## config.mk

```make
export PLATFORM = sky130hd
export DESIGN_NAME = simple_dma_read_controller
export DESIGN_NICKNAME = d
export VERILOG_FILES = /design/src/rtl/simple_dma_read_controller.sv
export SDC_FILE = /design/constraint.sdc
export NUM_CORES = 2
export LEC_CHECK = 0
export CAP_MARGIN = 30
export CORE_ASPECT_RATIO = 1.5
export CORE_MARGIN = 5
export CORE_UTILIZATION = 30
export CTS_BUF_LIST = sky130_fd_sc_hd__clkbuf_2
export DETAILED_ROUTE_END_ITERATION = 7
export PLACE_DENSITY = 0.42
export SLEW_MARGIN = 20
export SYNTH_ARGS = -nofsm -noshare
export SYNTH_HDL_FRONTEND = slang
export SYNTH_SLANG_ARGS = --single-unit
```

## constraint.sdc

```tcl
create_clock -name core_clk -period 11.7 [get_ports core_clk]
set_input_delay 1.755 -clock core_clk [delete_from_list [all_inputs] [get_ports core_clk]]
set_output_delay 1.755 -clock core_clk [all_outputs]
set_load 0.05 [all_outputs]
```

## src/rtl/simple_dma_read_controller.sv

```systemverilog
`default_nettype none
// ============================================================================
// Module      : simple_dma_read_controller
// Description : Streaming read-DMA engine. Issues 8-beat FSAB reads over a
//               programmable circular byte region into a local FIFO and pops
//               one 64-bit word per consumer request. Configured over SPAM.
//               Optional build macro DMAC_UNDERFLOW_COUNT_EN adds a
//               saturating UNDERFLOW counter register at offset 0x10.
// Revision    : 1.0 - initial release
// ============================================================================
module simple_dma_read_controller #(
    parameter logic [3:0]  FSAB_DID             = 4'h0,
    parameter logic [3:0]  FSAB_SUBDID          = 4'h0,
    parameter logic [3:0]  SPAM_DID             = 4'h0,
    parameter logic [23:0] SPAM_ADDRPFX         = 24'h000000,
    parameter logic [23:0] SPAM_ADDRMASK        = 24'h000000,
    parameter int          FIFO_DEPTH           = 16,
    parameter logic [30:0] DEFAULT_LEN          = 31'h100,
    parameter int          FSAB_INITIAL_CREDITS = 4
) (
    input  logic        core_clk,
    input  logic        core_rst_b,
    output logic        dmac__fsabo_valid,
    output logic        dmac__fsabo_mode,
    output logic [3:0]  dmac__fsabo_did,
    output logic [3:0]  dmac__fsabo_subdid,
    output logic [30:0] dmac__fsabo_addr,
    output logic [2:0]  dmac__fsabo_len,
    output logic [63:0] dmac__fsabo_data,
    output logic [7:0]  dmac__fsabo_mask,
    input  logic        dmac__fsabo_credit,
    input  logic        fsabi_valid,
    input  logic [3:0]  fsabi_did,
    input  logic [3:0]  fsabi_subdid,
    input  logic [63:0] fsabi_data,
    input  logic        spamo_valid,
    input  logic        spamo_r_nw,
    input  logic [3:0]  spamo_did,
    input  logic [23:0] spamo_addr,
    input  logic [31:0] spamo_data,
    output logic        dmac__spami_busy_b,
    output logic [31:0] dmac__spami_data,
    input  logic        request,
    output logic [63:0] data,
    output logic        data_ready
);

    localparam int c_ptr_w   = $clog2(FIFO_DEPTH);
    localparam int c_cnt_w   = c_ptr_w + 1;
    localparam int c_occ_w   = c_ptr_w + 2;
    localparam int c_cred_w  = $clog2(FSAB_INITIAL_CREDITS + 1);
    // Stale beats can never exceed what the credits and FIFO allow in flight
    localparam int c_stale_w = $clog2(FSAB_INITIAL_CREDITS * 8 + FIFO_DEPTH + 1);

    localparam logic [c_cred_w-1:0] c_cred_max = c_cred_w'(FSAB_INITIAL_CREDITS);
    localparam logic [c_cred_w-1:0] c_cred_one = c_cred_w'(1);
    localparam logic [c_ptr_w-1:0]  c_ptr_one  = c_ptr_w'(1);
    localparam logic [c_cnt_w-1:0]  c_cnt_one  = c_cnt_w'(1);
    localparam logic [c_cnt_w-1:0]  c_burst    = c_cnt_w'(8);
    localparam logic [c_occ_w-1:0]  c_occ_lim  = c_occ_w'(FIFO_DEPTH);
    localparam logic [30:0]         c_blk      = 31'd64;

    // ------------------------------------------------------------------------
    // State
    // ------------------------------------------------------------------------
    logic [30:6]          r_next_start;
    logic [30:6]          r_next_len;
    logic [30:0]          r_cur_addr;
    logic [30:0]          r_region_start;
    logic [30:0]          r_region_end;
    logic                 r_active;
    logic [c_cred_w-1:0]  r_credits;
    logic [c_cnt_w-1:0]   r_outstanding;
    logic [c_stale_w-1:0] r_stale;
    logic [63:0]          r_mem [FIFO_DEPTH];
    logic [c_ptr_w-1:0]   r_wr_ptr;
    logic [c_ptr_w-1:0]   r_rd_ptr;
    logic [c_cnt_w-1:0]   r_count;
    logic                 r_fsabo_valid;
    logic [3:0]           r_fsabo_did;
    logic [3:0]           r_fsabo_subdid;
    logic [30:0]          r_fsabo_addr;
    logic [63:0]          r_data;
    logic                 r_data_ready;
`ifdef DMAC_UNDERFLOW_COUNT_EN
    logic [31:0]          r_underflow;
`endif

    // ------------------------------------------------------------------------
    // SPAM decode
    // ------------------------------------------------------------------------
    logic        w_spam_hit;
    logic        w_spam_wr;
    logic [2:0]  w_reg_sel;
    logic        w_wr_ctrl;
    logic        w_start;
    logic        w_stop;
    logic [31:0] w_rd_data;
    logic        w_fifo_empty;
    logic [30:0] w_eff_len;
    logic [30:0] w_next_start_addr;

    assign w_spam_hit = spamo_valid && (spamo_did == SPAM_DID) &&
                        ((spamo_addr & SPAM_ADDRMASK) == SPAM_ADDRPFX);
    assign w_spam_wr  = w_spam_hit && !spamo_r_nw;

`ifdef DMAC_UNDERFLOW_COUNT_EN
    assign w_reg_sel = spamo_addr[4:2];
`else
    // Offset 0x10 folds back onto NEXT_START in the narrow decode
    assign w_reg_sel = {1'b0, spamo_addr[3:2]};
`endif

    assign w_wr_ctrl = w_spam_wr && (w_reg_sel == 3'd3);
    // Stop takes priority when both control bits are written together
    assign w_stop    = w_wr_ctrl && spamo_data[0];
    assign w_start   = w_wr_ctrl && spamo_data[1] && !spamo_data[0];

    assign w_fifo_empty      = (r_count == '0);
    assign w_next_start_addr = {r_next_start, 6'b0};
    // A zero length still describes one 64-byte block
    assign w_eff_len         = (r_next_len == '0) ? c_blk : {r_next_len, 6'b0};

    // Combinational register read mux; zero unless this is a read hit
    always_comb begin
        w_rd_data = 32'h0;
        if (w_spam_hit && spamo_r_nw) begin
            case (w_reg_sel)
                3'd0:    w_rd_data = {1'b0, r_next_start, 6'b0};
                3'd1:    w_rd_data = {1'b0, r_next_len, 6'b0};
                3'd2:    w_rd_data = {1'b0, r_cur_addr};
                3'd3:    w_rd_data = {r_active, 30'b0, w_fifo_empty};
`ifdef DMAC_UNDERFLOW_COUNT_EN
                3'd4:    w_rd_data = r_underflow;
`endif
                default: w_rd_data = 32'h0;
            endcase
        end
    end

    assign dmac__spami_busy_b = w_spam_hit;
    assign dmac__spami_data   = w_rd_data;

    // ------------------------------------------------------------------------
    // Issue and return-beat qualification
    // ------------------------------------------------------------------------
    logic [c_occ_w-1:0] w_occupancy;
    logic               w_issue;
    logic [30:0]        w_addr_inc;
    logic [30:0]        w_addr_next;
    logic               w_beat_match;
    logic               w_beat_drop;
    logic               w_beat_live;
    logic               w_push;
    logic               w_pop;

    // Space must exist for every beat already requested plus a full burst
    assign w_occupancy = c_occ_w'(r_count) + c_occ_w'(r_outstanding) + c_occ_w'(c_burst);
    assign w_issue     = r_active && (r_credits != '0) && (w_occupancy <= c_occ_lim) &&
                         !r_fsabo_valid && !w_start && !w_stop;

    assign w_addr_inc  = r_cur_addr + c_blk;
    assign w_addr_next = (w_addr_inc == r_region_end) ? r_region_start : w_addr_inc;

    // Beats from a stopped transfer are consumed first; beats with nothing
    // outstanding (e.g. in flight across a reset) are ignored
    assign w_beat_match = fsabi_valid && (fsabi_did == FSAB_DID) && (fsabi_subdid == FSAB_SUBDID);
    assign w_beat_drop  = w_beat_match && (r_stale != '0);
    assign w_beat_live  = w_beat_match && (r_stale == '0) && (r_outstanding != '0);
    assign w_push       = w_beat_live && !w_stop;
    assign w_pop        = request && !w_fifo_empty && !w_stop;

    // Programmable next-region registers
    always_ff @(posedge core_clk or negedge core_rst_b) begin
        if (!core_rst_b) begin
            r_next_start <= '0;
            r_next_len   <= DEFAULT_LEN[30:6];
        end else if (w_spam_wr) begin
            if (w_reg_sel == 3'd0) r_next_start <= spamo_data[30:6];
            if (w_reg_sel == 3'd1) r_next_len   <= spamo_data[30:6];
        end
    end

    // Transfer activity and circular address walk
    always_ff @(posedge core_clk or negedge core_rst_b) begin
        if (!core_rst_b) begin
            r_active       <= 1'b0;
            r_cur_addr     <= '0;
            r_region_start <= '0;
            r_region_end   <= '0;
        end else if (w_stop) begin
            r_active <= 1'b0;
        end else if (w_start) begin
            r_active       <= 1'b1;
            r_cur_addr     <= w_next_start_addr;
            r_region_start <= w_next_start_addr;
            r_region_end   <= w_next_start_addr + w_eff_len;
        end else if (w_issue) begin
            r_cur_addr <= w_addr_next;
        end
    end

    // Registered FSAB request strobe; fields are zero when idle
    always_ff @(posedge core_clk or negedge core_rst_b) begin
        if (!core_rst_b) begin
            r_fsabo_valid  <= 1'b0;
            r_fsabo_did    <= 4'h0;
            r_fsabo_subdid <= 4'h0;
            r_fsabo_addr   <= '0;
        end else begin
            r_fsabo_valid  <= w_issue;
            r_fsabo_did    <= w_issue ? FSAB_DID : 4'h0;
            r_fsabo_subdid <= w_issue ? FSAB_SUBDID : 4'h0;
            r_fsabo_addr   <= w_issue ? r_cur_addr : 31'h0;
        end
    end

    // Request credits, returned one per pulse and capped at the initial pool
    always_ff @(posedge core_clk or negedge core_rst_b) begin
        if (!core_rst_b) begin
            r_credits <= c_cred_max;
        end else begin
            case ({w_issue, dmac__fsabo_credit})
                2'b10:   r_credits <= r_credits - c_cred_one;
                2'b01:   if (r_credits < c_cred_max) r_credits <= r_credits + c_cred_one;
                default: r_credits <= r_credits;
            endcase
        end
    end

    // Live and stale in-flight beat accounting
    always_ff @(posedge core_clk or negedge core_rst_b) begin
        if (!core_rst_b) begin
            r_outstanding <= '0;
            r_stale       <= '0;
        end else if (w_stop) begin
            r_outstanding <= '0;
            r_stale       <= r_stale + c_stale_w'(r_outstanding)
                             - c_stale_w'(w_beat_drop) - c_stale_w'(w_beat_live);
        end else begin
            r_outstanding <= r_outstanding + (w_issue ? c_burst : c_cnt_w'(0))
                             - (w_beat_live ? c_cnt_one : c_cnt_w'(0));
            if (w_beat_drop) r_stale <= r_stale - c_stale_w'(1);
        end
    end

    // FIFO pointers and fill count; stop flushes
    always_ff @(posedge core_clk or negedge core_rst_b) begin
        if (!core_rst_b) begin
            r_wr_ptr <= '0;
            r_rd_ptr <= '0;
            r_count  <= '0;
        end else if (w_stop) begin
            r_wr_ptr <= '0;
            r_rd_ptr <= '0;
            r_count  <= '0;
        end else begin
            if (w_push) r_wr_ptr <= r_wr_ptr + c_ptr_one;
            if (w_pop)  r_rd_ptr <= r_rd_ptr + c_ptr_one;
            case ({w_push, w_pop})
                2'b10:   r_count <= r_count + c_cnt_one;
                2'b01:   r_count <= r_count - c_cnt_one;
                default: r_count <= r_count;
            endcase
        end
    end

    // FIFO storage; contents are only meaningful below the fill count
    always_ff @(posedge core_clk) begin
        if (w_push) r_mem[r_wr_ptr] <= fsabi_data;
    end

    // Consumer output word and its one-cycle strobe
    always_ff @(posedge core_clk or negedge core_rst_b) begin
        if (!core_rst_b) begin
            r_data       <= '0;
            r_data_ready <= 1'b0;
        end else begin
            r_data_ready <= w_pop;
            if (w_pop) r_data <= r_mem[r_rd_ptr];
        end
    end

`ifdef DMAC_UNDERFLOW_COUNT_EN
    // Saturating count of requests seen while the FIFO was empty
    always_ff @(posedge core_clk or negedge core_rst_b) begin
        if (!core_rst_b) begin
            r_underflow <= '0;
        end else if (w_spam_wr && (w_reg_sel == 3'd4)) begin
            r_underflow <= '0;
        end else if (request && w_fifo_empty && (r_underflow != 32'hFFFF_FFFF)) begin
            r_underflow <= r_underflow + 32'd1;
        end
    end
`endif

    assign dmac__fsabo_valid  = r_fsabo_valid;
    assign dmac__fsabo_mode   = 1'b0;
    assign dmac__fsabo_did    = r_fsabo_did;
    assign dmac__fsabo_subdid = r_fsabo_subdid;
    assign dmac__fsabo_addr   = r_fsabo_addr;
    assign dmac__fsabo_len    = 3'd0;
    assign dmac__fsabo_data   = 64'h0;
    assign dmac__fsabo_mask   = 8'h0;
    assign data               = r_data;
    assign data_ready         = r_data_ready;

    // Write-data bits with no storage behind them
    logic w_unused;
    assign w_unused = &{1'b0, spamo_data[31], spamo_data[5:2]};

endmodule
`default_nettype wire

```

==> out/qor.yml <==
leakage_nw: 22.4
syn_avg_cell_area_um2: 15.4
cts_setup_buffers: 0
drive_gt1_frac: 0.215
layout_common_cells: "edfxtp_1, clkbuf_2, nand2_1"
max_slew_margin: 0.349
required_ps: 9950
grt_antenna_before_repair: 25
cts_buffers: 329
rrSetupSlack_ps: 6490
setup_viol: 0
htree_num_levels: 5
drt_iter0_markers: 1520
layout_min_cycle_time_ps: 6020
grt_pass1_wl_um: 215000
pre_cts_ws_ps: 5520
globalplace.congestion: 0.750
place_area_um2: 58100
final.setup_skew_ps: 169
final_common_cell: "edfxtp_1"
synth_seq_area_share: 0.691
rows: 189
cts_tree: "done"
grt_pass1_vias: 32681
clk-insertion-delay-late_ps: 1470
ir_worst_vdd_mv: 0.185
crit_end: "dmac__spami_data[27]"
drtPass1Iterations: 4
cts_root_buffer: "clkbuf_2"
slew_viol_final: 0
outcome: "completed"
core_region_area_um2: 177000
worstReg2RegStart: "r_next_len[15]"
critPathKind: "primary input to primary output"
ctsResizeCount: 0
synth_edf_count: 1024
initial_core_util: 0.302
portBuffers: 236
yosysWarnings: 0
worst_setup_path_end_kind: "primary output"
drt-total-wl_um: 146000
syn_inst: 3467
synth-seq-cells: 1269
cp.arrival_ps: 4270
dieHeight_um: 527
drv_cap: 0
hold_buffers: 0
stdcell_count: 6432
rsz0062_at_grt: "no"
ant_nets: 0
crit_path_max_fanout: 28
pin_count: 353
ys.flop_type: "edfxtp_1"
hpwl_um: 84400
r2r-end: "r_region_end[30]"
hp-class: "primary input to async pin"
worst_setup_path_start_kind: "primary input"
cp-startpoint: "spamo_addr[3]"
fmax_mhz: 166
drc: 0
worst_pin_slew_ps: 976
fin_area_um2: 61300
die-area_um2: 187000
rr_worst_depth: 14
ys_types: 70
p_per_area_nw_per_um2: 209
clk_path_buf_depth: 4
netlist_area_um2: 53400
grt_max_degree: 100
hold_viol: 0
clk_pin_slew_ps: 110
viasPerCell: 4.74
async_flop_share: 0.193
dpl.cell_count: 5845
die_w_um: 354
cts_sinks: 1269
worst_slack_ps: 5680
grt.overflow.total: 0
grt_use_total: 0.153
post-route-period-util: 0.515
fin_tns_setup_ps: 0
nets: 4091
routedWlPerCell_um: 22.7
layout.area.seq_um2: 36900
multi_input_comb_area_um2: 15200
via_count: 30503
syn_to_final_growth_pct: 14.8
fill_cells: 17385
where the power goes:
group / switching [mW] / total, mW / internal [mW]
Clock: 1.86 / 3.15 / 1.29
Sequential: 0.268 / 5.33 / 5.06
Combinational: 2.69 / 4.31 / 1.62
Total: 4.82 / 12.8 / 7.97
cells in the mapped netlist (9+ instances only):
| library cell | instances | share of area |
|---|---|---|
| mux2i_1 | 220 | 0.041 |
| a21oi_1 | 125 | 0.012 |
| nand2_1 | 409 | 0.029 |
| nand4_1 | 13 | 0.0015 |
| inv_1 | 50 | 0.0035 |
| and2_1 | 40 | 0.0047 |
| nor4_1 | 17 | 0.0020 |
| clkbuf_1 | 148 | 0.010 |
| xnor2_1 | 40 | 0.0066 |
| nor2_1 | 117 | 0.0082 |
| edfxtp_1 | 1024 | 0.58 |
| mux4_2 | 128 | 0.054 |
| xor2_1 | 36 | 0.0059 |
| o221ai_1 | 129 | 0.021 |
| buf_4 | 98 | 0.014 |
| nor3_1 | 22 | 0.0021 |
| dfrtp_1 | 243 | 0.11 |
| o21ai_0 | 167 | 0.016 |
| buf_2 | 9 | 0.00084 |
| nand2b_1 | 15 | 0.0018 |
| and3_1 | 13 | 0.0015 |
| mux2_2 | 139 | 0.029 |
| buf_1 | 46 | 0.0032 |
| nand3_1 | 36 | 0.0034 |
| ha_1 | 58 | 0.014 |
| a21o_1 | 14 | 0.0020 |
stage by stage:
stage          total power [mW]  utilization  hold WS [ps]
2_1_floorplan              8.32            -           438
3_3_place_gp               9.79        0.328           452
3_5_place_dp               9.84        0.329           460
4_1_cts                    13.1        0.346           118
5_1_grt                    13.7        0.346           209
6_report                   12.8        0.346           386
cell families after synthesis:
logic type	count (synthesis)	share of synthesized area
flip-flops	1269	0.691
AND/OR/NAND/NOR	720	0.0606
multiplexers	487	0.125
AO/OA/AOI/OAI	485	0.0583
buffers and inverters	354	0.0323
XOR/XNOR	85	0.0163
adder cells (fa/ha/maj)	66	0.0166
other	1	0.0000703
how the worst min path moves through the flow:
stage	end	slack, ps	cells after the start
after floorplan	r_region_start[8]	440	2
after global placement	r_region_start[6]	450	2
after detailed placement	r_region_start[8]	460	2
after CTS	r_stale[4]	120	1
after global routing	data[18]	210	1
final	data[18]	390	1
per-layer routing:
| metal | global-route usage | vias up | wire [um] |
|---|---|---|---|
| li1 | - | 14033 | - |
| met1 | 0.182 | 15475 | 59500 |
| met2 | 0.274 | 733 | 74700 |
| met3 | 0.0402 | 240 | 8170 |
| met4 | 0.0450 | 22 | 3280 |
| met5 | 0 | - | 152 |
sequential cells by signal, indices dropped and copies added, names as in the netlist, 4 cells and up:
register,cells
r_mem,1024
data,64
dmac__fsabo_addr,26
r_cur_addr,25
r_next_len,25
r_next_start,25
r_region_end,25
r_region_start,25
r_stale,6
r_count,5
r_outstanding,5
r_rd_ptr,4
r_wr_ptr,4
critical path, cell delays in order:
cell and delay, ps:
clkdlybuf4s50_1 460, buf_4 310, nor2b_2 460, buf_6 250, a21oi_1 110, nor2_1 100, clkdlybuf4s50_1 800
final cells by class:
cell class | instances | share of cell area
inverter | 50 | 0.00306
multi-input combinational | 1933 | 0.249
timing repair buffer | 303 | 0.0492
clock buffer | 478 | 0.0391
sequential | 1269 | 0.602
tap | 2292 | 0.0468
clock inverter | 95 | 0.0104
antenna | 12 | 0.000490
(Power assumes the default switching activity.)
